`config.mk`:
```
export PLATFORM = sky130hd
export DESIGN_NAME = decode_stage
export DESIGN_NICKNAME = d
export VERILOG_FILES = /design/src/rtl/decode_stage.sv
export SDC_FILE = /design/constraint.sdc
export NUM_CORES = 2
export LEC_CHECK = 0
export BUFFER_PORTS_ARGS = -buffer_cell sky130_fd_sc_hd__buf_4
export CORE_ASPECT_RATIO = 1.2
export CORE_MARGIN = 3
export CORE_UTILIZATION = 36
export DETAILED_ROUTE_END_ITERATION = 12
export PLACE_DENSITY = 0.57
export SYNTH_ARGS = -nofsm -noshare
export SYNTH_HDL_FRONTEND = slang
export SYNTH_SLANG_ARGS = --single-unit
```
`constraint.sdc`:
```
create_clock -name clk -period 45.6 [get_ports clk]
set_input_delay 9.12 -clock clk [delete_from_list [all_inputs] [get_ports clk]]
set_output_delay 9.12 -clock clk [all_outputs]
set_load 0.03 [all_outputs]
```
`src/rtl/decode_stage.sv`:
```
// RV32I decode/operand-fetch stage for OP and OP-IMM: a single output register slot
// fed from a 2-read/1-write register file with write-back bypass.
package decode_pkg;
  typedef enum logic [2:0] {
    ADD_SUB = 3'b000,
    SLL     = 3'b001,
    SLT     = 3'b010,
    SLTU    = 3'b011,
    XOR     = 3'b100,
    SRL_SRA = 3'b101,
    OR      = 3'b110,
    AND     = 3'b111
  } alu_fn_t;

  typedef logic [6:0] funct7_t;
endpackage

module decode_stage
  import decode_pkg::*;
#(
  parameter int WIDTH    = 32,
  parameter int NUM_REGS = 32
) (
  input  logic             clk,
  input  logic             rst,
  input  logic             in_valid,
  output logic             in_ready,
  input  logic [31:0]      instr,
  input  logic             wb_en,
  input  logic [4:0]       wb_addr,
  input  logic [WIDTH-1:0] wb_data,
  output logic             out_valid,
  input  logic             out_ready,
  output alu_fn_t          alu_fn,
  output funct7_t          funct7,
  output logic [WIDTH-1:0] op_a,
  output logic [WIDTH-1:0] op_b,
  output logic [4:0]       rd,
  output logic             illegal
);

  localparam logic [6:0] OPC_OP     = 7'b0110011;
  localparam logic [6:0] OPC_OP_IMM = 7'b0010011;
  localparam funct7_t    F7_ALT     = 7'b0100000;

  logic [WIDTH-1:0] regs [NUM_REGS];

  logic [6:0]       opc;
  logic [2:0]       f3;
  funct7_t          f7;
  logic [4:0]       rs1;
  logic [4:0]       rs2;
  logic [WIDTH-1:0] rs1_val;
  logic [WIDTH-1:0] rs2_val;
  logic             d_legal;
  funct7_t          d_f7;
  logic [WIDTH-1:0] d_b;
  logic             accept;

  assign opc = instr[6:0];
  assign f3  = instr[14:12];
  assign f7  = instr[31:25];
  assign rs1 = instr[19:15];
  assign rs2 = instr[24:20];

  // Handshake: a beat moves on in_valid && in_ready (input side) and on
  // out_valid && out_ready (output side); the single slot may be refilled
  // on the same edge it drains, so in_ready = !out_valid || out_ready.
  assign in_ready = !out_valid || out_ready;
  assign accept   = in_valid && in_ready;

  // Read ports see a same-edge write-back so a dependent instruction needs no stall.
  always_comb begin
    rs1_val = regs[rs1];
    rs2_val = regs[rs2];
    if (wb_en && (wb_addr == rs1)) rs1_val = wb_data;
    if (wb_en && (wb_addr == rs2)) rs2_val = wb_data;
    if (rs1 == 5'd0) rs1_val = '0;
    if (rs2 == 5'd0) rs2_val = '0;
  end

  always_comb begin
    d_legal = 1'b0;
    d_f7    = '0;
    d_b     = '0;
    case (opc)
      OPC_OP: begin
        d_b     = rs2_val;
        d_f7    = f7;
        d_legal = (f7 == '0) || ((f7 == F7_ALT) && ((f3 == 3'b000) || (f3 == 3'b101)));
      end
      OPC_OP_IMM: begin
        if (f3 == 3'b001) begin
          d_b     = {{(WIDTH-5){1'b0}}, instr[24:20]};
          d_f7    = f7;
          d_legal = (f7 == '0);
        end else if (f3 == 3'b101) begin
          d_b     = {{(WIDTH-5){1'b0}}, instr[24:20]};
          d_f7    = f7;
          d_legal = (f7 == '0) || (f7 == F7_ALT);
        end else begin
          // funct7 stays zero so ADDI can never be turned into a subtract.
          d_b     = {{(WIDTH-12){instr[31]}}, instr[31:20]};
          d_legal = 1'b1;
        end
      end
      default: d_legal = 1'b0;
    endcase
  end

  always_ff @(posedge clk or posedge rst) begin
    if (rst) begin
      out_valid <= 1'b0;
      alu_fn    <= ADD_SUB;
      funct7    <= '0;
      op_a      <= '0;
      op_b      <= '0;
      rd        <= '0;
      illegal   <= 1'b0;
    end else if (accept) begin
      out_valid <= 1'b1;
      if (d_legal) begin
        alu_fn  <= alu_fn_t'(f3);
        funct7  <= d_f7;
        op_a    <= rs1_val;
        op_b    <= d_b;
        rd      <= instr[11:7];
        illegal <= 1'b0;
      end else begin
        alu_fn  <= ADD_SUB;
        funct7  <= '0;
        op_a    <= '0;
        op_b    <= '0;
        rd      <= '0;
        illegal <= 1'b1;
      end
    end else if (out_ready) begin
      out_valid <= 1'b0;
    end
  end

  // x0 is never written, so it stays at its reset value of zero.
  always_ff @(posedge clk or posedge rst) begin
    if (rst) begin
      for (int i = 0; i < NUM_REGS; i++) regs[i] <= '0;
    end else if (wb_en && (wb_addr != 5'd0)) begin
      regs[wb_addr] <= wb_data;
    end
  end

endmodule

```
==> impl_metrics.csv <==
group,metric,value,unit
routing,drc,0,
global_routing,vias_in_the_first_global_route,39840,
clocking,clk_latency,750,ps
layout,fin_cells,6298,
clocking,cts_root_buffer,"clkbuf_16",
global_routing,grt_pass1_wl,295.6,mm
global_routing,groute.usage.overall,0.2454,
power,clockPowerShare,0.363,
critical_path,cp.arrival,9630,ps
yosys,yosys.cell_types.count,63,
timing,post_route_setup_tns,0,ps
critical_path,cp-start-kind,"input pin",
timing,timing.final.max_slew_violations,0,
timing,worst_clock_skew,23.89,ps
critical_path,crit_path_end_kind,"primary output",
timing,holdWs,399.1,ps
placed_design,io_buffers,155,
critical_path,worst-r2r-cell-count,9,
timing,slew-limit-headroom,0.2134,
placed_design,numPlacedInstances,6067,
timing,timing_worst_slew_pin_value,1177,ps
global_routing,grt_start_max_net_pins,182,
clocking,post-cts-setup-buffer-count,0,
die,core.rowCount,160,
power,p_comb_frac,0.182,
global_routing,grt_remaining_overflow,0,
yosys,mappedNetlistNets,4235,
layout,proportion_of_layout_cells_with_a_drive_suffix_above_1,0.4463,
routing,avgViaCountPerCell,6.191,
placed_design,dpl.hpwl,113.4,mm
power,p_leak,28.33,nW
yosys,postSynthRegisterBits,1105,
timing,hold_viol_final,0,
layout,area_growth,12.35,%
clocking,cts.path.max_buffers,3,
clocking,cts-resized-gates,0,
timing,clock.fmax,0.05333,GHz
critical_path,critical_path_class,"input pin to primary output",
yosys,synth_top_cell_by_area,"dfrtp_1",
power,internal_power,2.041,mW
power,p_per_area,43.37,nW/um2
power,p_seq_frac,0.456,
die,floorplan.initialDensity,0.3633,
yosys,cell_types_occupying_the_most_area_after_synthesis,"dfrtp_1 48%, mux2_2 19%, mux4_2 14%",
power,power.switching_fraction,0.2739,
clocking,cts_made_buffers,121,
min_path,hold_removal_path_class,"register to register",
yosys,synthDominantCellAreaShare,0.4794,
power,total_switching_power,0.7698,mW
min_path,hold-path-cell-count,0,
die,pin_count,156,
yosys,count_of_warnings_emitted_by_yosys,0,
routing,detail_route.wirelength,204.0,mm
routing,avgRoutedWirePerCell,32.39,um
timing,final_critical_path_required_period,18750,ps
routing,dr.first_iter.drc_count,3721,
critical_path,crit_start,"out_ready",
min_path,hold_start,"regs[999]$_DFFE_PP0P_",
die,die_y_extent,444.5,um
clocking,cts.clk_slew.worst_paths,60,ps
timing,layout_worst_path_cycle_share,0.4112,
power,vdd_drop_max,0.02816,mV
yosys,syn_avg_cell_area,13.86,um2
outcome,outcome,"finished clean",
yosys,dominantRegCellSynth,"dfrtp_1",
critical_path,worst-endpoint-required,36480,ps
timing,rsz0062_at_grt,"false",
global_routing,grt_antenna_before_repair,7,
critical_path,critical_path.reg2reg.startpoint,"out_valid$_DFFE_PP0P_",
clocking,clock_tree_from_tritoncts,"done",
job,max_cap_violations,0,
clocking,clock-sinks,1105,
die,die-area,165100,um2
yosys,fraction_of_the_yosys_area_taken_by_sequential_cells,0.4794,
routing,drt-pass1-iter-count,5,
layout,num-nets-final,4158,
placed_design,final_weighted_congestion_in_routability_driven_placement,0.7930,
routing,detailroute.via_count,38990,
clocking,htreeDepth,3,
timing,finalSetupViolations,0,
yosys,number_of_synthesized_flops_with_an_enable_pin,0,
critical_path,worstPathMaxFanout,4,
yosys,synthesis.instances,4161,
routing,drtAntennaViolNets,0,
yosys,synthesis.area,57680,um2
clocking,post_cts_hold_buffer_count,0,
die,die_outline_width,371.4,um
die,core_area,158800,um2
yosys,ys_async_sr_fraction,1.000,
==> placed cells by master, fill, tap and decap left out, types with 6 or more instances in the layout <==
cell type  count
dfrtp_1     1105
mux2_2       994
mux4_2       357
mux2i_1      319
buf_4        247
nand2_1      147
a22oi_1      122
clkbuf_16    121
o22ai_1       87
nor2_1        59
a21oi_1       56
nand3_1       46
clkbuf_8      35
and2_1        31
clkinv_2      30
o221ai_1      28
a221oi_1      27
a211oi_1      26
o21ai_0       25
o31ai_1       23
clkbuf_1      23
a221o_1       22
nor3_1        18
nor2_4        17
nand2_2       16
a22o_1        16
nor4_1        14
nand4_1       14
a32oi_1       13
a21o_1        11
bufinv_16      9
a2111oi_0      8
a21boi_0       7
nand2b_1       6
xnor2_1        6
inv_6          6
buf_12         6
==> flip-flops by register name (all words and copies together) (netlist names) <==
register	cells
alu_fn	3
funct7	7
illegal	1
op_a	32
op_b	32
out_valid	1
rd	5
regs	1024
==> final timing paths <==
kind	endpoint	slack, ps
worst max-delay path	in_ready	26850
worst min-delay path	regs[999]$_DFFE_PP0P_	400
worst max register to register	op_a[8]$_DFFE_PP0P_	42040
worst min register to register	regs[999]$_DFFE_PP0P_	400
max in group asynchronous	regs[0]$_DFFE_PP0P_	33880
min in group asynchronous	regs[403]$_DFFE_PP0P_	8550
==> cell usage after synthesis (14+ instances only) <==
cell,number
a22oi_1,122
nand3_1,47
o31ai_1,23
o221ai_1,28
a21oi_1,56
mux2_2,994
mux4_2,357
nor4_1,14
buf_1,63
nor3_1,18
mux2i_1,319
dfrtp_1,1105
buf_2,77
clkbuf_1,296
a22o_1,16
o22ai_1,88
nor2_1,78
a221o_1,22
buf_4,15
nand2_1,164
a211oi_1,26
and2_1,33
o21ai_0,25
a221oi_1,27
nand4_1,14
==> metal layers <==
layer | global-route usage | share of wire
met5 | 0 | 0
met4 | 0.08058 | 0.033
met3 | 0.04294 | 0.070
met2 | 0.3862 | 0.47
met1 | 0.3438 | 0.43
==> critical path, stage by stage <==
cell	delay, ps
buf_4	100
nand2b_1	200
buf_4	200
==> through the flow <==
step	power (mW)	setup WS (ps)	instance area, um2	utilization
final	2.810	26850	64800	0.4082
after global routing	2.929	26820	64790	0.4081
after CTS	2.825	26850	64790	0.4081
after detailed placement	1.803	26850	60690	0.3823
after global placement	1.784	26820	60690	0.3823
after floorplan	1.662	5367	57680	-
==> final cells by class <==
type	count	area, um2
Fill cell	14780	93950
Multi-Input combinational cell	2594	28340
Sequential cell	1105	27650
Clock buffer	178	3582
Tap cell	2106	2635
Timing Repair Buffer	258	2041
Clock inverter	49	525.5
Inverter	4	22.52
Antenna cell	4	10.01
==> power by group through the flow <==
stage                     clock network [mW]  logic, mW  registers, mW
after floorplan                            0      0.406           1.26
after global placement                     0      0.500           1.28
after detailed placement                   0      0.511           1.29
after CTS                               1.04      0.512           1.28
after global routing                    1.08      0.551           1.30
final                                   1.02      0.511           1.28
==> cell families (layout without fill, tap and decap cells) <==
kind of cell / count (synthesis) / count (layout) / synth area share
buffers and inverters: 462 / 489 / 0.03362
AO/OA/AOI/OAI: 500 / 500 / 0.06306
other: 0 / 4 / 0
AND/OR/NAND/NOR: 414 / 414 / 0.03358
multiplexers: 1670 / 1670 / 0.3888
XOR/XNOR: 10 / 10 / 0.001518
flip-flops: 1105 / 1105 / 0.4794
Power figures use the tool's default switching activity.
